File: src/rtl/ask_fsk_modulator.sv
// ASK/FSK modulator: triangle carrier whose step and gating follow the serial bit
// latched at each bit boundary.
//
// state | meaning
// ------+--------------------------------------------------------------
// IDLE  | output silent, waiting for en; carrier state frozen
// RUN   | bit timer and carrier running, mod_out driven by latched bit
module ask_fsk_modulator #(
  parameter int BIT_CYCLES = 1024,
  parameter int STEP_HI    = 8,
  parameter int STEP_LO    = 4
) (
  input  logic       clk,
  input  logic       rst,
  input  logic       en,
  input  logic       mode,
  input  logic       ser_in,
  output logic [7:0] mod_out,
  output logic       bit_strobe,
  output logic       busy
);

  typedef enum logic {IDLE, RUN} state_t;

  localparam logic [9:0] TIMER_LAST = 10'(BIT_CYCLES - 1);
  localparam logic [8:0] S_HI       = 9'(STEP_HI);
  localparam logic [8:0] S_LO       = 9'(STEP_LO);

  state_t     state;
  logic [9:0] timer;
  logic [7:0] acc;
  logic       dir_down;
  logic       cur_bit;
  logic       mode_q;

  logic [8:0] step;
  logic [8:0] acc_up;
  logic [7:0] acc_dn;

  always_comb begin
    step   = (mode_q && !cur_bit) ? S_LO : S_HI;
    acc_up = {1'b0, acc} + step;
    acc_dn = acc - step[7:0];
  end

  always_ff @(posedge clk) begin
    if (rst) begin
      state      <= IDLE;
      timer      <= '0;
      acc        <= '0;
      dir_down   <= 1'b0;
      cur_bit    <= 1'b0;
      mode_q     <= 1'b0;
      bit_strobe <= 1'b0;
    end else begin
      bit_strobe <= 1'b0;
      case (state)
        IDLE: begin
          if (en) begin
            state      <= RUN;
            cur_bit    <= ser_in;
            mode_q     <= mode;
            timer      <= '0;
            acc        <= '0;
            dir_down   <= 1'b0;
            bit_strobe <= 1'b1;
          end
        end
        RUN: begin
          if (!en) begin
            state <= IDLE;
          end else begin
            // Carrier keeps moving on the wrap cycle too, so phase is continuous.
            if (!dir_down) begin
              if (acc_up > 9'd255) begin
                acc      <= 8'd255;
                dir_down <= 1'b1;
              end else begin
                acc <= acc_up[7:0];
              end
            end else begin
              if ({1'b0, acc} < step) begin
                acc      <= '0;
                dir_down <= 1'b0;
              end else begin
                acc <= acc_dn;
              end
            end
            if (timer == TIMER_LAST) begin
              timer      <= '0;
              cur_bit    <= ser_in;
              mode_q     <= mode;
              bit_strobe <= 1'b1;
            end else begin
              timer <= timer + 10'd1;
            end
          end
        end
        default: state <= IDLE;
      endcase
    end
  end

  always_comb begin
    busy    = (state == RUN);
    mod_out = '0;
    if (state == RUN && (mode_q || cur_bit)) mod_out = acc;
  end

endmodule
File: config.mk
export PLATFORM = sky130hd
export DESIGN_NAME = ask_fsk_modulator
export DESIGN_NICKNAME = d
export VERILOG_FILES = /design/src/rtl/ask_fsk_modulator.sv
export SDC_FILE = /design/constraint.sdc
export NUM_CORES = 1
export LEC_CHECK = 0
export CAP_MARGIN = 20
export CELL_PAD_IN_SITES_DETAIL_PLACEMENT = 1
export CELL_PAD_IN_SITES_GLOBAL_PLACEMENT = 2
export CORE_ASPECT_RATIO = 1.2
export CORE_UTILIZATION = 30
export CTS_BUF_LIST = sky130_fd_sc_hd__clkbuf_16
export DETAILED_ROUTE_END_ITERATION = 7
export GPL_ROUTABILITY_DRIVEN = 0
export PLACE_DENSITY = 0.71
export SYNTH_ARGS = -nofsm -noshare
export SYNTH_HDL_FRONTEND = slang
export SYNTH_SLANG_ARGS = --single-unit
File: constraint.sdc
create_clock -name clk -period 6.15 [get_ports clk]
set_input_delay 0.9225 -clock clk [delete_from_list [all_inputs] [get_ports clk]]
set_output_delay 0.9225 -clock clk [all_outputs]
set_load 0.1 [all_outputs]
; ---- Word level (Yosys, flattened, before mapping)
; Cells that the tools add are included.
[word_totals]
output_inout_bits = 10
ff_bits = 23
input_bits = 5
elab_cells = 53
[classes]
order_cmp = 2
mux = 30
n_reduce_logical = 6
eq_ne = 4
addsub = 3
n_bitwise = 1
[ops]
columns = operator, count
row1 = 8-bit two-way mux, 6
row2 = 10-bit two-way mux, 3
row3 = 10-bit one-hot mux with 2 select lines, 1
row4 = 8-bit one-hot mux with 2 select lines, 1
row5 = 1-bit two-way mux, 14
row6 = 10-bit by 1-bit adder with 10-bit output (second input constant), 1
row7 = 10-bit equality test (second input constant), 1
row8 = 8-bit by 4-bit adder with 9-bit output, 1
row9 = 9-bit by 8-bit > comparator with 1-bit output (second input constant), 1
row10 = 8-bit by 4-bit less-than comparator with 1-bit output, 1
row11 = 1-bit one-hot mux with 2 select lines, 4
row12 = 8-bit by 4-bit subtractor with 8-bit output, 1
row13 = 4-bit two-way mux, 1
row14 = 2-bit inequality test (second input constant), 2
row15 = 3-bit AND reduction, 1
row16 = 1-bit logical AND, 2
row17 = 2-bit by 1-bit inequality test with 1-bit output (second input constant), 1
row18 = 2-bit AND reduction, 1
row19 = 1-bit zero test, 1
row20 = 1-bit logical OR, 1
row21 = 1-bit inverter, 1

; ---- Longest topological paths before layout
; Gate-level depths: netlist (run 1).
[depth]
word_depth = 9
mapped_depth = 10
depth_no_buf = 10

; ---- Least setup slack after synthesis (run 1)
; No wires, ideal clock.
[synth_path]
path_type = reg-to-output
startpoint = register state (netlist: busy)
endpoint = output mod_out[1]
path_stages_with_launch = 5
n_path_buf = 2
t_required_ns = 5.227
arrival_ns = 2.639
path_slack_ns = 2.588
cell_sequence = dfxtp_1 > clkbuf_1 > o21a_1 > and2_1 > buf_4
[synth_via]
elab_chain_cells = 2
[synth_lines]
columns = element, line
row1 = from (decl), 29  ; state_t state;
row2 = from (signal assigned), 48  ; state <= IDLE;
row3 = from (signal assigned), 60  ; state <= RUN;
row4 = from (signal assigned), 71  ; state <= IDLE;
row5 = 1-bit logical AND, 107  ; if (state == RUN && (mode_q || cur_bit)) mod_out = acc;
row6 = 8-bit two-way mux, 107
row7 = to (decl), 18  ; output logic [7:0] mod_out,
; Every way passes these cells.

; ---- Final worst setup path (run 1)
[layout_path]
startpoint = register state (netlist: busy)
endpoint = output mod_out[0]
; Same word-level chain as after synthesis.

==> results of run 1 <==
tightest hold or removal path, delay by kind of cell, from the launching register on:
| family | cells | cell delay (ns) |
|---|---|---|
| DFF | 1 | 0.34 |
| AOI/OAI and AO/OA | 1 | 0.05 |
| and+or+nand+nor | 1 | 0.07 |
final cells by class:
type / instances / share of cell area, %
inverters: 8 / 1.95
flip-flops and latches: 22 / 28.6
repair buffers: 14 / 9.10
clock inverters: 1 / 0.244
multi-input cells: 126 / 50.7
clock buffers: 3 / 4.87
well taps: 56 / 4.55
power by group through the flow:
stage	Clock, mW	Combinational [mW]	Sequential, mW
4_1_cts	0.143	0.0325	0.148
5_1_grt	0.149	0.0352	0.148
3_5_place_dp	0	0.0323	0.151
2_1_floorplan	0	0.0187	0.155
3_3_place_gp	0	0.0317	0.151
6_report	0.141	0.0318	0.148
kinds of logic after synthesis:
logic type,synth area share [%]
AND/OR/NAND/NOR,31.2
AO/OA/AOI/OAI,17.4
flip-flops,33.5
buffers and inverters,7.05
XOR/XNOR,4.00
adder cells (fa/ha/maj),4.38
multiplexers,2.38
synthesized netlist by cell type, types with 2 or more instances:
cell type / instances / area share [%]
sky130_fd_sc_hd__nand2_1: 14 / 4.0
sky130_fd_sc_hd__buf_6: 3 / 2.6
sky130_fd_sc_hd__a31oi_1: 4 / 1.9
sky130_fd_sc_hd__nand3_1: 6 / 2.3
sky130_fd_sc_hd__o21ai_0: 8 / 3.0
sky130_fd_sc_hd__nor3_1: 4 / 1.5
sky130_fd_sc_hd__nor2_1: 20 / 5.7
sky130_fd_sc_hd__nand4_1: 3 / 1.4
sky130_fd_sc_hd__nor3b_1: 2 / 1.1
sky130_fd_sc_hd__mux2i_1: 2 / 1.5
sky130_fd_sc_hd__and2_1: 8 / 3.8
sky130_fd_sc_hd__buf_2: 2 / 0.76
sky130_fd_sc_hd__nor2b_1: 3 / 1.4
sky130_fd_sc_hd__ha_1: 3 / 2.9
sky130_fd_sc_hd__xnor2_1: 2 / 1.3
sky130_fd_sc_hd__clkbuf_1: 3 / 0.86
sky130_fd_sc_hd__nand3b_1: 3 / 1.7
sky130_fd_sc_hd__nand2b_1: 3 / 1.4
sky130_fd_sc_hd__a21oi_1: 12 / 4.6
sky130_fd_sc_hd__xor2_1: 4 / 2.7
sky130_fd_sc_hd__a211oi_1: 2 / 1.1
sky130_fd_sc_hd__dfxtp_1: 22 / 34
sky130_fd_sc_hd__inv_1: 7 / 2.0
sky130_fd_sc_hd__or3_1: 3 / 1.4
state kept, by name, summed over array words and instances, names as in the netlist:
signal	cells
timer	10
cur_bit	1
acc	7
mode_q	1
dir_down	1
busy	1
bit_strobe	1
layer usage:
layer | vias up | routed length, um
li1 | 597 | -
met1 | 590 | 1490
met2 | 4 | 1960
met3 | 2 | 42
met4 | 0 | 18
met5 | - | 0
placed cells by master (no fill, tap or decap), types with 6 or more instances in the layout:
| cell type | synthesis | final |
|---|---|---|
| sky130_fd_sc_hd__clkdlybuf4s50_1 | 0 | 14 |
| sky130_fd_sc_hd__a21oi_1 | 12 | 12 |
| sky130_fd_sc_hd__nand3_1 | 6 | 6 |
| sky130_fd_sc_hd__and2_1 | 8 | 8 |
| sky130_fd_sc_hd__inv_1 | 7 | 7 |
| sky130_fd_sc_hd__nor2_1 | 20 | 20 |
| sky130_fd_sc_hd__o21ai_0 | 8 | 8 |
| sky130_fd_sc_hd__nand2_1 | 14 | 14 |
| sky130_fd_sc_hd__dfxtp_1 | 22 | 22 |
worst max-delay path by stage:
stage                 end  slack (ns)  depth (start not counted)
2_1_floorplan  mod_out[1]        2.59                          4
3_3_place_gp   mod_out[0]        3.16                          3
3_5_place_dp   mod_out[0]        3.08                          3
4_1_cts        mod_out[0]        2.80                          3
5_1_grt        mod_out[0]        2.71                          3
6_report       mod_out[0]        2.80                          3
==> results.sh, run 1 <==
export IMPL_setup_total_negative_slack_ns=0
export IMPL_powerDensity_mw_per_mm2=208
export IMPL_critPathBufInv=1
export IMPL_avgSynthCellArea_um2=7.96
export IMPL_power_mw=0.320
export IMPL_max_freq_ghz=0.299
export IMPL_worst_setup_path_startpoint="busy"
export IMPL_core_area_mm2=0.00423
export IMPL_max_vdd_ir_drop_mv=0.0800
export IMPL_floorplan_rows=26
export IMPL_place_worst_setup_slack_ns=3.08
export IMPL_via_count=1193
export IMPL_synth_lib_cells_used_distinct=46
export IMPL_grt_overflow=0
export IMPL_die_width_um=62.4
export IMPL_cts_made_buffers=3
export IMPL_grt_max_degree=19
export IMPL_floorplan_die_area_mm2=0.00465
export IMPL_internal_power_mw=0.243
export IMPL_post_cts_setup_buffers=0
export IMPL_finalCoreUtilization_pct=36.4
export IMPL_instances_no_fill=230
export IMPL_post_synth_instance_area_mm2=0.00131
export IMPL_measured_slew_at_the_worst_slew_check_pin_ns=0.989
export IMPL_path_cells="o21a_1 > and2_1 > clkdlybuf4s50_1"
export IMPL_post_route_drc=0
export IMPL_nNetsFinal=184
export IMPL_critPathRequiredTime_ns=5.23
export IMPL_timing_worst_setup_path_type="flip-flop to output port"
export IMPL_pwr_share_clk_pct=43.9
export IMPL_detail_route_first_pass_iterations=4
export IMPL_ys_seq_elements=22
export IMPL_worstSetupEndpointType="output port"
export IMPL_post_route_worst_setup_slack_ns=2.80
export IMPL_fin_crit_sh_pct=54.4
export IMPL_cts_tree="done"
export IMPL_synth_net_count=174
export IMPL_grt_met3_usage_pct=1.99
export IMPL_instance_area_at_placement_mm2=0.00146
export IMPL_yosysWarningCount=0
export IMPL_hold_viol_final=0
export IMPL_critical_path_startpoint_type="flip-flop"
export IMPL_routed_wirelength_um=3510
export IMPL_clock_latency_ns=0.25
export IMPL_status="finished clean"
export IMPL_first_global_vias=1246
export IMPL_postSynth_topFlopCell="sky130_fd_sc_hd__dfxtp_1"
export IMPL_multi_input_gate_area_um2=781
export IMPL_synth_seq_area_share_pct=33.5
export IMPL_power_net_switching_mw=0.0774
export IMPL_grt_first_pass_wirelength_um=5810
export IMPL_antennaDiodeCount=0
export IMPL_synthCells=165
export IMPL_fin_skew_ns=0.00242
export IMPL_top_level_ports=15
export IMPL_power_sequential_fraction_pct=46.2
export IMPL_worstHoldStart="timer[1]"
export IMPL_holdPathStages=2
export IMPL_setup_repair_after_global_routing_missed_its_margin="false"
export IMPL_grt_util_met1_pct=17.1
export IMPL_cp_slowest_cell="sky130_fd_sc_hd__clkdlybuf4s50_1"
export IMPL_flow_area_growth_from_synthesis_pct=17.2
export IMPL_n_fill_cell=511
export IMPL_detailed_place_hpwl_um=2750
export IMPL_post_route_cells_drive_above_1_share_pct=6.32
export IMPL_viasPerCell=5.19
export IMPL_finish_instance_area_mm2=0.00154
export IMPL_grt_util_all_layers_pct=16.1
export IMPL_hold_end="timer[1]"
export IMPL_fin_hold_ws_ns=0.504
export IMPL_power_share_combinational_pct=9.9
export IMPL_worst_endpoint_arrival_ns=2.43
export IMPL_place_port_buffers=14
export IMPL_maxSlewHeadroom_pct=33.9
export IMPL_static_leakage_power_nw=0.534
export IMPL_area_sequential_um2=440
export IMPL_most_crowded_layer_gr="met2"
export IMPL_timing_critical_path_fanout_max=10
export IMPL_timing_rr_start="mode_q"
export IMPL_synth_enable_flop_cells=0
export IMPL_timing_max_cap_violations=0
export IMPL_worst_reg2reg_path_depth=10
export IMPL_post_cts_hold_buffers=0
export IMPL_cts_htree_levels=1
export IMPL_report_final_slew_viol_count=0
export IMPL_ant_nets=0
export IMPL_met2_layer_usage_reported_by_global_route_pct=33.3
export IMPL_period_minus_slack_ns=3.35
export IMPL_postSynth_asyncResetShare_pct=0
export IMPL_root_buffer="sky130_fd_sc_hd__clkbuf_16"
export IMPL_cts_num_sinks=22
export IMPL_hold_class="flip-flop to flip-flop"
export IMPL_power_switching_share_pct=24.2
export IMPL_timing_final_setup_violations=0
export IMPL_dr_first_iter_drc_count=21
export IMPL_vertical_die_dimension_um=74.5
export IMPL_clkTransAtPathRegs_ns=0.06
export IMPL_routedWlPerCell_um=15.3
export IMPL_critical_path_top_delay_family="buffers and inverters"
export IMPL_initial_core_util_pct=31.1
export IMPL_ff2ff_setup_slack_ns=3.60
export IMPL_cts_root_to_sink_buffers=2
export IMPL_post_cts_resized=0
export IMPL_cp_slowest_stage_delay_ns=1.15
export IMPL_worst_r2r_endpoint="acc[4]"
export IMPL_antenna_violations_before_repair=0
export IMPL_dp_cells=226
Power figures use the tool's default switching activity.
==> run 2: changes to the inputs <==
Settings changed: CORE_UTILIZATION 30 to 29, PLACE_DENSITY 0.71 to 0.72.
Clock period 6.15 ns to 2.9 ns, I/O delays scaled along.
==> results.sh, run 2 (synthesized netlist as in run 1, its figures left out) <==
export IMPL_status="finished clean"
export IMPL_max_freq_ghz=0.407
export IMPL_grt_max_degree=14
export IMPL_power_mw=0.682
export IMPL_die_width_um=63.4
export IMPL_place_port_buffers=14
export IMPL_cp_slowest_cell="sky130_fd_sc_hd__dfxtp_1"
export IMPL_nNetsFinal=186
export IMPL_grt_util_all_layers_pct=16.2
export IMPL_grt_first_pass_wirelength_um=6000
export IMPL_fin_skew_ns=0.00468
export IMPL_cts_htree_levels=1
export IMPL_setup_total_negative_slack_ns=0
export IMPL_flow_area_growth_from_synthesis_pct=16.6
export IMPL_top_level_ports=15
export IMPL_initial_core_util_pct=30.6
export IMPL_cp_slowest_stage_delay_ns=0.40
export IMPL_timing_max_cap_violations=0
export IMPL_maxSlewHeadroom_pct=56.8
export IMPL_via_count=1186
export IMPL_floorplan_die_area_mm2=0.00480
export IMPL_timing_final_setup_violations=0
export IMPL_layout_common_cells="sky130_fd_sc_hd__dfxtp_1 (22), sky130_fd_sc_hd__nor2_1 (20), sky130_fd_sc_hd__nand2_1 (14)"
export IMPL_critPathBufInv=2
export IMPL_critPathRequiredTime_ns=3.08
export IMPL_routedWlPerCell_um=15.2
export IMPL_vertical_die_dimension_um=75.7
export IMPL_timing_worst_setup_path_type="flip-flop to flip-flop"
export IMPL_post_route_drc=0
export IMPL_antenna_violations_before_repair=0
export IMPL_core_area_mm2=0.00429
export IMPL_report_final_slew_viol_count=0
export IMPL_cts_made_buffers=3
export IMPL_post_route_worst_setup_slack_ns=0.443
export IMPL_register_name_with_the_most_flops="timer"
export IMPL_floorplan_rows=26
export IMPL_antennaDiodeCount=0
export IMPL_layout_cells_most_common="sky130_fd_sc_hd__dfxtp_1"
export IMPL_cts_root_to_sink_buffers=2
export IMPL_instances_no_fill=232
export IMPL_root_buffer="sky130_fd_sc_hd__clkbuf_16"
export IMPL_dr_first_iter_drc_count=36
export IMPL_path_cells="nor2b_1 > inv_1 > ha_1 > inv_1 > ha_1 > nand2b_1 > nor2_1 > a21oi_1 > or3_1 > a31oi_1"
export IMPL_setup_repair_after_global_routing_missed_its_margin="false"
export IMPL_first_global_vias=1242
export IMPL_max_vdd_ir_drop_mv=0.205
export IMPL_detailed_place_hpwl_um=2670
export IMPL_period_minus_slack_ns=2.46
export IMPL_clock_latency_ns=0.25
export IMPL_number_of_flip_flops_under_the_largest_register_name=10
export IMPL_hold_viol_final=0
export IMPL_worstSetupEndpointType="flip-flop"
export IMPL_place_worst_setup_slack_ns=0.462
export IMPL_detail_route_first_pass_iterations=5
export IMPL_post_cts_setup_buffers=0
export IMPL_hold_class="flip-flop to flip-flop"
export IMPL_powerDensity_mw_per_mm2=445
export IMPL_cts_num_sinks=22
export IMPL_cts_tree="done"
export IMPL_grt_overflow=0
export IMPL_static_leakage_power_nw=0.564
export IMPL_post_route_cells_drive_above_1_share_pct=13.6
export IMPL_worst_endpoint_arrival_ns=2.64
export IMPL_post_cts_hold_buffers=0
export IMPL_clkTransAtPathRegs_ns=0.06
export IMPL_ant_nets=0
export IMPL_critical_path_startpoint_type="flip-flop"
export IMPL_dp_cells=228
export IMPL_fin_crit_sh_pct=84.7
export IMPL_viasPerCell=5.11
export IMPL_routed_wirelength_um=3530
export IMPL_critical_path_top_delay_family="simple AND/OR/NAND/NOR gates"
export IMPL_timing_critical_path_fanout_max=6
export IMPL_post_cts_resized=0
export IMPL_measured_slew_at_the_worst_slew_check_pin_ns=0.647
export IMPL_largest_registers="timer x10, acc x7"
run 2: cell count changes in the layout (fill, tap and decap cells not counted):
| cell | delta |
|---|---|
| sky130_fd_sc_hd__and2_1 | -1 |
| sky130_fd_sc_hd__and2_2 | +1 |
| sky130_fd_sc_hd__clkdlybuf4s50_1 | -10 |
| sky130_fd_sc_hd__buf_4 | +12 |
run 2: final cells by class:
| class | instances | area (um^2) |
|---|---|---|
| Fill cell | 529 | 2760 |
| Multi-Input combinational cell | 126 | 782 |
| Sequential cell | 22 | 440 |
| Timing Repair Buffer | 16 | 130 |
| Clock buffer | 3 | 75.1 |
| Tap cell | 56 | 70.1 |
| Inverter | 8 | 30.0 |
| Clock inverter | 1 | 3.75 |
run 2: metrics by stage:
step | utilization, % | cell area (um^2) | hold slack, ns
5_1_grt | 35.7 | 1530 | 0.527
3_3_place_gp | 33.8 | 1450 | 0.479
2_1_floorplan | - | 1320 | 0.462
4_1_cts | 35.7 | 1530 | 0.507
6_report | 35.7 | 1530 | 0.503
3_5_place_dp | 33.8 | 1450 | 0.498
run 2: final timing paths:
kind / slack [ns] / from / cells past startpoint / to
max reg2reg: 0.44 / mode_q / 10 / acc[4]
max: 0.44 / mode_q / 10 / acc[4]
min reg2reg: 0.50 / timer[1] / 2 / timer[1]
min: 0.50 / timer[1] / 2 / timer[1]
run 2: tightest hold or removal path, stage by stage, from the launching register on:
cell	delay [ns]
sky130_fd_sc_hd__dfxtp_1	0.34
sky130_fd_sc_hd__nand2_1	0.06
sky130_fd_sc_hd__a21oi_1	0.05
run 2: power breakdown:
group / internal [mW] / total [mW] / switching, mW / leakage, nW
Combinational: 0.0253 / 0.0696 / 0.0443 / 0.348
Sequential: 0.307 / 0.314 / 0.00701 / 0.178
Clock: 0.184 / 0.298 / 0.114 / 0.0385
run 2: layer usage:
layer / vias up / part of all wire (%) / routed length (um) / track usage (%)
li1: 598 / - / - / -
met1: 572 / 43 / 1530 / 17.8
met2: 12 / 53 / 1880 / 31.3
met3: 4 / 2.4 / 83 / 2.99
met4: 0 / 1.1 / 38 / 5.56
met5: - / 0 / 0 / 0
==> run 3: changes to the inputs <==
Settings changed: CORE_UTILIZATION 29 to 30, PLACE_DENSITY 0.72 to 0.71.
Clock period 2.9 ns to 2.6 ns, I/O delays scaled along.
==> results.sh, run 3 (synthesized netlist as in run 1, its figures left out) <==
export IMPL_flow_area_growth_from_synthesis_pct=16.8
export IMPL_nNetsFinal=186
export IMPL_fin_crit_sh_pct=90.2
export IMPL_ff2ff_setup_slack_ns=0.26
export IMPL_post_route_drc=0
export IMPL_timing_max_cap_violations=0
export IMPL_cts_made_buffers=3
export IMPL_place_port_buffers=14
export IMPL_fin_hold_ws_ns=0.503
export IMPL_vertical_die_dimension_um=74.5
export IMPL_max_vdd_ir_drop_mv=0.215
export IMPL_grt_max_degree=18
export IMPL_post_route_worst_setup_slack_ns=0.255
export IMPL_critPathBufInv=2
export IMPL_setup_repair_after_global_routing_missed_its_margin="false"
export IMPL_cts_num_sinks=22
export IMPL_power_sequential_fraction_pct=46.4
export IMPL_core_area_mm2=0.00423
export IMPL_clkTransAtPathRegs_ns=0.06
export IMPL_crit_cells=10
export IMPL_power_share_combinational_pct=10.4
export IMPL_measured_slew_at_the_worst_slew_check_pin_ns=0.545
export IMPL_grt_util_all_layers_pct=16.5
export IMPL_register_name_with_the_most_flops="timer"
export IMPL_floorplan_rows=26
export IMPL_cp_slowest_cell="sky130_fd_sc_hd__dfxtp_1"
export IMPL_cts_tree="done"
export IMPL_critPathRequiredTime_ns=2.78
export IMPL_internal_power_mw=0.574
export IMPL_routedWlPerCell_um=15.0
export IMPL_layout_cells_most_common="sky130_fd_sc_hd__dfxtp_1"
export IMPL_status="finished clean"
export IMPL_dp_cells=228
export IMPL_ant_nets=0
export IMPL_power_switching_share_pct=23.8
export IMPL_post_cts_setup_buffers=0
export IMPL_post_cts_hold_buffers=0
export IMPL_grt_first_pass_wirelength_um=5990
export IMPL_detail_route_first_pass_iterations=4
export IMPL_n_fill_cell=541
export IMPL_powerDensity_mw_per_mm2=491
export IMPL_post_cts_resized=0
export IMPL_max_freq_ghz=0.427
export IMPL_detailed_place_hpwl_um=2630
export IMPL_top_level_ports=15
export IMPL_die_width_um=62.4
export IMPL_antennaDiodeCount=0
export IMPL_timing_critical_path_fanout_max=6
export IMPL_cts_root_to_sink_buffers=2
export IMPL_floorplan_die_area_mm2=0.00465
export IMPL_root_buffer="sky130_fd_sc_hd__clkbuf_16"
export IMPL_worst_reg2reg_path_depth=10
export IMPL_timing_worst_setup_path_type="flip-flop to flip-flop"
export IMPL_grt_overflow=0
export IMPL_first_global_vias=1253
export IMPL_setup_total_negative_slack_ns=0
export IMPL_hold_class="flip-flop to flip-flop"
export IMPL_report_final_slew_viol_count=0
export IMPL_post_route_cells_drive_above_1_share_pct=15.4
export IMPL_pwr_share_clk_pct=43.2
export IMPL_worstSetupEndpointType="flip-flop"
export IMPL_cts_htree_levels=1
export IMPL_clock_latency_ns=0.25
export IMPL_worst_r2r_endpoint="acc[4]"
export IMPL_power_net_switching_mw=0.180
export IMPL_hold_viol_final=0
export IMPL_largest_registers="timer x10, acc x7"
export IMPL_fin_skew_ns=0.00336
export IMPL_critical_path_startpoint_type="flip-flop"
export IMPL_routed_wirelength_um=3460
export IMPL_timing_rr_start="mode_q"
export IMPL_worst_endpoint_arrival_ns=2.53
export IMPL_initial_core_util_pct=31.1
export IMPL_instances_no_fill=231
export IMPL_viasPerCell=5.11
export IMPL_place_worst_setup_slack_ns=0.160
export IMPL_cp_slowest_stage_delay_ns=0.40
export IMPL_period_minus_slack_ns=2.34
export IMPL_dr_first_iter_drc_count=57
export IMPL_maxSlewHeadroom_pct=63.6
export IMPL_antenna_violations_before_repair=0
export IMPL_worst_setup_path_startpoint="mode_q"
export IMPL_critical_path_top_delay_family="simple AND/OR/NAND/NOR gates"
export IMPL_timing_final_setup_violations=0
export IMPL_static_leakage_power_nw=0.563
export IMPL_via_count=1180
export IMPL_path_cells="nor2b_2 > inv_1 > ha_1 > inv_1 > ha_1 > nand2b_1 > nor2_2 > a21oi_1 > or3_1 > a31oi_1"
export IMPL_worstSetupEndpoint="acc[4]"
export IMPL_number_of_flip_flops_under_the_largest_register_name=10
export IMPL_layout_common_cells="sky130_fd_sc_hd__dfxtp_1 (21), sky130_fd_sc_hd__nor2_1 (19), sky130_fd_sc_hd__nand2_1 (14)"
run 3: how the worst min path moves through the flow:
stage | cells past startpoint | slack [ns] | from | to
final | 2 | 0.50 | timer[1] | timer[1]
after floorplan | 2 | 0.46 | timer[1] | timer[1]
after CTS | 2 | 0.50 | timer[1] | timer[1]
after global routing | 2 | 0.52 | timer[1] | timer[1]
after global placement | 2 | 0.48 | timer[1] | timer[1]
after detailed placement | 2 | 0.49 | timer[1] | timer[1]
run 3: final cells by class:
cell class / count / area [um^2] / area share (%)
Clock buffer: 3 / 75.1 / 4.89
Inverter: 8 / 30.0 / 1.96
Multi-Input combinational cell: 126 / 787 / 51.3
Sequential cell: 22 / 442 / 28.8
Tap cell: 56 / 70.1 / 4.57
Timing Repair Buffer: 16 / 130 / 8.48
run 3: tightest hold or removal path, delay by kind of cell, from the launching register on:
family | cells | cell delay [ns]
AO/OA/AOI/OAI | 1 | 0.05
flip-flops | 1 | 0.34
AND/OR/NAND/NOR | 1 | 0.07
run 3: layer usage:
metal  GRT usage (%)  wire length, um  share of wire, %  up-vias
met5               0                0                 0        -
met4            7.24               45               1.3        0
met3            1.38               54               1.6        4
met2            31.5             1860                54       11
met1            19.0             1500                43      570
li1                -                -                 -      595
run 3: power by group through the flow:
stage	clock network, mW	logic [mW]	registers [mW]
final	0.326	0.0782	0.350
after global routing	0.348	0.0865	0.351
after CTS	0.337	0.0791	0.350
after detailed placement	0	0.0787	0.357
after global placement	0	0.0775	0.357
after floorplan	0	0.0442	0.366
run 3: metrics by stage:
stage	cell area [um^2]	power, mW	utilization (%)
after CTS	1530	0.766	36.2
after floorplan	1320	0.410	-
after global placement	1450	0.435	34.4
after global routing	1530	0.785	36.3
after detailed placement	1450	0.436	34.4
final	1530	0.754	36.3
==> RTL change 1, RTL diff (config.mk and constraints of run 1) <==
Register the inputs `en`, `mode` and `ser_in` before use, with the module's reset. The logic sees them one clock later.
--- a/src/rtl/ask_fsk_modulator.sv
+++ b/src/rtl/ask_fsk_modulator.sv
@@ -25,6 +25,22 @@
   localparam logic [9:0] TIMER_LAST = 10'(BIT_CYCLES - 1);
   localparam logic [8:0] S_HI       = 9'(STEP_HI);
   localparam logic [8:0] S_LO       = 9'(STEP_LO);
+
+  logic en_q;
+  logic mode_r;
+  logic ser_q;
+
+  always_ff @(posedge clk) begin
+    if (rst) begin
+      en_q   <= '0;
+      mode_r <= '0;
+      ser_q  <= '0;
+    end else begin
+      en_q   <= en;
+      mode_r <= mode;
+      ser_q  <= ser_in;
+    end
+  end
 
   state_t     state;
   logic [9:0] timer;
@@ -56,10 +72,10 @@
       bit_strobe <= 1'b0;
       case (state)
         IDLE: begin
-          if (en) begin
+          if (en_q) begin
             state      <= RUN;
-            cur_bit    <= ser_in;
-            mode_q     <= mode;
+            cur_bit    <= ser_q;
+            mode_q     <= mode_r;
             timer      <= '0;
             acc        <= '0;
             dir_down   <= 1'b0;
@@ -67,7 +83,7 @@
           end
         end
         RUN: begin
-          if (!en) begin
+          if (!en_q) begin
             state <= IDLE;
           end else begin
             // Carrier keeps moving on the wrap cycle too, so phase is continuous.
@@ -88,8 +104,8 @@
             end
             if (timer == TIMER_LAST) begin
               timer      <= '0;
-              cur_bit    <= ser_in;
-              mode_q     <= mode;
+              cur_bit    <= ser_q;
+              mode_q     <= mode_r;
               bit_strobe <= 1'b1;
             end else begin
               timer <= timer + 10'd1;
Formal check against the unedited RTL: not equivalent (Yosys sat finds a counterexample within 4 cycles, from zero or initial values and one cycle with rst high).
==> RTL change 1 against run 1 <==
  * Setup slack gained 0.015 ns
  * Power up 5.0%
  * Design area up 6.8%
  * Core utilization rose by 1.3 points
  * Global-route usage increased by 0.55 points
  * First-iteration DRC count grew 130%
  * Clock power is 4% higher
  * Area after synthesis rose by 6.6%
  * Wire length grew 8.2%
  * Fmax grew 0.44%
  * Critical path depth grew 1
  * Sequential cell count rose by 3
  * Final cell count grew 0.87%
  * Critical path type unchanged
  * Critical endpoint is now mod_out[1]
  * Largest cell class unchanged
  * Largest power group unchanged
==> RTL change 1: results (changes against run 1) <==
Outcome
  • Status: completed

Pwr
  • P_leak: 0.547 nW (+2.4%)
  • Maximum VDD drop: 0.104 mV (+31%)
  • Switching share of power: 0.229 (-0.0125)

Hold path
  • WHS Path Cells: 2 (unchanged)
  • Hold WC Path Type: reg -> reg
  • Hold Crit Start: mode_r
  • Hold Path End: mode_q

Placement
  • Port bufs: 14 (unchanged)
  • Final HPWL DP: 2.83 mm (+3.1%)
  • Post-Place Cell Area: 1570 sq um (+7.1%)

Synthesis
  • Sequential fraction of the synthesis area: 0.357 (+0.0222)
  • Xor and xnor area share after synthesis: 0.0438 (+0.00379)
  • Largest cells by area after synthesis: dfxtp_1 36%, nor2_1 5.9%, nand2_1 3.5%
  • Post-Synth Adder-Cell Area: 0.0411 (-0.00270)
  • Synth cell types: 51 (+11%)
  • YS warnings: 0 (unchanged)
  • Top-count cell post-synth: dfxtp_1
  • Share of the synthesized area in the top cell type: 0.357 (+0.0222)
  • Compound-Gate Fraction of Synth Area: 0.176 (+0.00176)
  • Mux contribution to synthesized area: 0.0286 (+0.00479)
  • Synth top cells by count: 25 x dfxtp_1, 22 x nor2_1, 13 x nand2_1
  • Post-Syn Nets: 175 (+0.57%)

GRT
  • First-pass GRT wire length: 6.43 mm (+11%)
  • Tot GR Track Use: 0.166 (+0.00551)
  • Vias in the first global route: 1,291 (+3.6%)
  • Largest net degree at the start of global routing: 21 (+2)

Clock tree
  • Bufs on Longest Clock Path: 2 (unchanged)
  • # H-tree levels: 1 (unchanged)
  • Clk Tree Root Cell: clkbuf_16
  • Post_cts resized: 0 (unchanged)

Setup path
  • CP arrival: 2.41 ns (-0.02 ns)
  • Largest delay share family, worst path: buffers and inverters
  • Worst r2r path cells: 9 (-1)
  • Internal reg-to-reg setup slack: 3.68 ns (+0.08 ns)
  • Worst r2r src: cur_bit
  • R2r endpoint: acc[6]
  • Critical path's largest stage delay: 1.13 ns (-0.02 ns)
  • CP max stage cell: clkdlybuf4s50_1
  • Crit path max fanout: 7 (-3)

STA
  • Total negative slack: 0 ns (unchanged)
  • Slew of the pin with the lowest slew margin: 1.00 ns (+0.0108 ns)
  • Final hold slack: 0.476 ns (-0.0283 ns)
  • Clk_skew: 0.00627 ns (+0.00385 ns)

Finish
  • Antenna cell count: 0 (unchanged)
  • Layout cell share with drive strength beyond 1: 0.0739 (+0.0106)
  • Final net count: 186 (+1.1%)
  • Top Registers: timer: 10 flops, acc: 7 flops

Routing
  • TritonRoute pass-1 iters: 3 (-1)
  • Iteration-0 DRC Markers: 48 (+130%)
  • Via count: 1,222 (+2.4%)
  • Final WL: 3.80 mm (+8.2%)

Floorplanning
  • Die Area: 4950 sq um (+6.4%)
RTL change 1: layout make-up:
| cell class | count | area [sq um] |
|---|---|---|
| Sequential cell | 25 | 500 |
| Fill cell | 538 | 2710 |
| Multi-Input combinational cell | 123 | 817 |
| Timing Repair Buffer | 14 | 140 |
| Clock buffer | 3 | 75.1 |
| Tap cell | 56 | 70.1 |
| Clock inverter | 1 | 5.00 |
| Inverter | 10 | 37.5 |
RTL change 1: power groups by stage:
stage               logic (W)  clock network, W  registers (W)
finish              0.0000220          0.000147       0.000167
global route        0.0000241          0.000160       0.000167
CTS                 0.0000224          0.000150       0.000167
detailed placement  0.0000222                 0       0.000171
global placement    0.0000218                 0       0.000171
floorplan           0.0000118                 0       0.000173
RTL change 1: logic make-up (layout without fill, tap and decap cells):
| family | Yosys count | after routing |
|---|---|---|
| AO/OA/AOI/OAI | 33 | 33 |
| XOR/XNOR | 7 | 7 |
| adder cells (fa/ha/maj) | 4 | 4 |
| buffers and inverters | 18 | 28 |
| flip-flops | 25 | 25 |
| multiplexers | 4 | 4 |
| AND/OR/NAND/NOR | 75 | 75 |
RTL change 1: worst max-delay path by stage:
stage                     slack [ns]     from  depth (start not counted)          to
after CTS                       2.78     busy                          4  mod_out[1]
after global routing            2.61     busy                          4  mod_out[3]
final                           2.82  cur_bit                          4  mod_out[1]
after global placement          3.13     busy                          4  mod_out[0]
after detailed placement        3.07     busy                          4  mod_out[1]
after floorplan                 1.82     busy                          2  mod_out[2]
RTL change 1: worst min-delay path: stages, from the launching register on:
cell and delay [ns]:
dfxtp_1 0.31, mux2i_1 0.06, nor2_1 0.07
RTL change 1: layer usage:
| metal | GRT usage | wire, microns |
|---|---|---|
| met3 | 0.0149 | 65 |
| met2 | 0.298 | 1960 |
| met1 | 0.206 | 1730 |
| met4 | 0.0489 | 42 |
| met5 | 0 | 0 |
RTL change 1: metrics by stage:
step | utilization | power, W | worst slack (ns) | std cells
2_1_floorplan | - | 0.000185 | 1.82 | 166
3_3_place_gp | 0.359 | 0.000192 | 3.13 | 228
3_5_place_dp | 0.359 | 0.000193 | 3.07 | 228
4_1_cts | 0.377 | 0.000340 | 2.78 | 232
5_1_grt | 0.377 | 0.000351 | 2.61 | 232
6_report | 0.377 | 0.000336 | 2.82 | 232
==> RTL change 2, RTL diff (flow settings as in run 1) <==
Made on the original files. Set the parameter `STEP_HI` to 6 (it was 8).
--- a/src/rtl/ask_fsk_modulator.sv
+++ b/src/rtl/ask_fsk_modulator.sv
@@ -7,7 +7,7 @@
 // RUN   | bit timer and carrier running, mod_out driven by latched bit
 module ask_fsk_modulator #(
   parameter int BIT_CYCLES = 1024,
-  parameter int STEP_HI    = 8,
+  parameter int STEP_HI    = 6,
   parameter int STEP_LO    = 4
 ) (
   input  logic       clk,
Behaviour: not the same (a bounded check fails within 4 cycles, from zero or initial values and one cycle with rst high).
==> RTL change 2 against run 1 <==
  * Sequential cell count is 1 higher
  * Final cell count rose by 8.7%
  * Largest cell class unchanged
  * Setup slack worse by 0.0076 ns
  * Power increased by 3.9%
  * Wire length is 16% higher
  * Clock power rose by 4%
  * Highest routed layer unchanged
  * Design area increased by 9.7%
  * Area after synthesis up 11%
  * Clock skew is 0.0015 ns higher
==> RTL change 2: results (changes against run 1) <==
Outcome
  • Status: completed

Clock tree
  • Post_cts resized: 0 (unchanged)
  • # H-tree levels: 1 (unchanged)
  • Insertion delay to the later sink of the worst-skew pair: about 0.26 ns
  • Reg clk slew, reported paths: 0.06 ns (about the same)
  • Number of setup buffers added after CTS: 0 (unchanged)
  • Bufs on Longest Clock Path: 2 (unchanged)
  • Clk Tree Root Cell: clkbuf_16
  • Total CTS buffers: 3 (unchanged)
  • Clock sink total: 23 (+4.5%)

Routing
  • Avg WL per Cell: 16.3 microns (+6.5%)
  • TritonRoute pass-1 iters: 4 (unchanged)
  • Iteration-0 DRC Markers: 45 (+110%)
  • Via count: 1,370 (+15%)

Synthesis
  • Xor and xnor area share after synthesis: 0.0240 (-0.0160)
  • Synth top cells by count: 23 x dfxtp_1, 15 x nand2_1, 15 x nor2_1
  • Largest cells by area after synthesis: dfxtp_1 32%, ha_1 4.3%, nand2_1 3.9%
  • Post-Synth Adder-Cell Area: 0.0428 (-0.000965)
  • Post-Syn Nets: 193 (+11%)
  • Mux contribution to synthesized area: 0.0137 (-0.0101)
  • Async SR Flop Fraction: 0 (unchanged)
  • YS warnings: 0 (unchanged)
  • Sequential fraction of the synthesis area: 0.315 (-0.0199)
  • Compound-Gate Fraction of Synth Area: 0.244 (+0.0699)
  • Synth cell types: 48 (+4.3%)
  • Mapped Cells: 183 (+11%)

GRT
  • Largest net degree at the start of global routing: 16 (-3)
  • Initial antenna violation count: 0 (unchanged)
  • Tot GR Track Use: 0.169 (+0.00791)
  • First-pass GRT wire length: 6.78 mm (+17%)
  • Vias in the first global route: 1,341 (+7.6%)

Finish
  • Non-clk buf share: 0.0830 (-0.00802)
  • Layout cell share with drive strength beyond 1: 0.0521 (-0.0111)
  • Multi-In Gates: 138 (+9.5%)
  • Sequential cell area share: 0.273 (-0.0134)
  • Fillcell total: 552 (+8.0%)
  • Area occupied by multi-input gates: 887 sq um (+14%)
  • Final instance count without filler cells: 250 (+8.7%)
  • Clock buf/inv share: 0.0474 (-0.00377)
  • Antenna cell count: 0 (unchanged)
  • Inverter count: 13 (+5)
  • Final net count: 203 (+10%)
  • Top Registers: timer: 10 flops, acc: 8 flops
  • Post-route cell area: 1690 sq um (+9.7%)
  • Bufs w/o clock: 14 (unchanged)

Placement
  • Final HPWL DP: 3.09 mm (+13%)
  • Port bufs: 14 (unchanged)
  • Post-Place Cell Area: 1610 sq um (+10%)

Setup path
  • Critical path's largest stage delay: 1.13 ns (-0.02 ns)
  • Crit path max fanout: 8 (-2)
  • Largest delay share family, worst path: buffers and inverters
  • CP arrival: 2.43 ns (about the same)
  • CP max stage cell: clkdlybuf4s50_1

STA
  • Slew of the pin with the lowest slew margin: 0.990 ns (+0.00109 ns)
  • Clk_skew: 0.00390 ns (+0.00148 ns)

Hold path
  • Hold WC Path Type: reg -> reg

Pwr
  • Maximum VDD drop: 0.0867 mV (+8.4%)
  • P_leak: 0.575 nW (+7.6%)
-- RTL change 2: where the power goes --
group	switching, W	leakage [nW]	internal [W]	total (W)
sequential	0.00000244	0.186	0.000151	0.000154
combinational	0.0000222	0.348	0.0000113	0.0000335
clock	0.0000579	0.0409	0.0000876	0.000146
-- RTL change 2: metrics by stage --
step	setup WS, ns	hold WS [ns]
6_report	2.79	0.482
3_3_place_gp	3.11	0.459
3_5_place_dp	3.02	0.478
4_1_cts	2.73	0.486
2_1_floorplan	1.79	0.444
5_1_grt	2.64	0.512
-- RTL change 2: final timing paths --
check / from / to / cells after the start / slack [ns]
hold reg to reg: timer[0] / timer[0] / 2 / 0.48
setup / recovery: busy / mod_out[0] / 4 / 2.79
setup reg to reg: cur_bit / acc[7] / 8 / 4.19
hold / removal: timer[0] / timer[0] / 2 / 0.48
-- RTL change 2: per-layer routing --
layer	global-route usage	routed length, microns	vias to the layer above
li1	-	-	688
met1	0.236	1970	668
met2	0.272	2010	12
met3	0.0203	65	2
met4	0.0348	18	0
met5	0	0	-
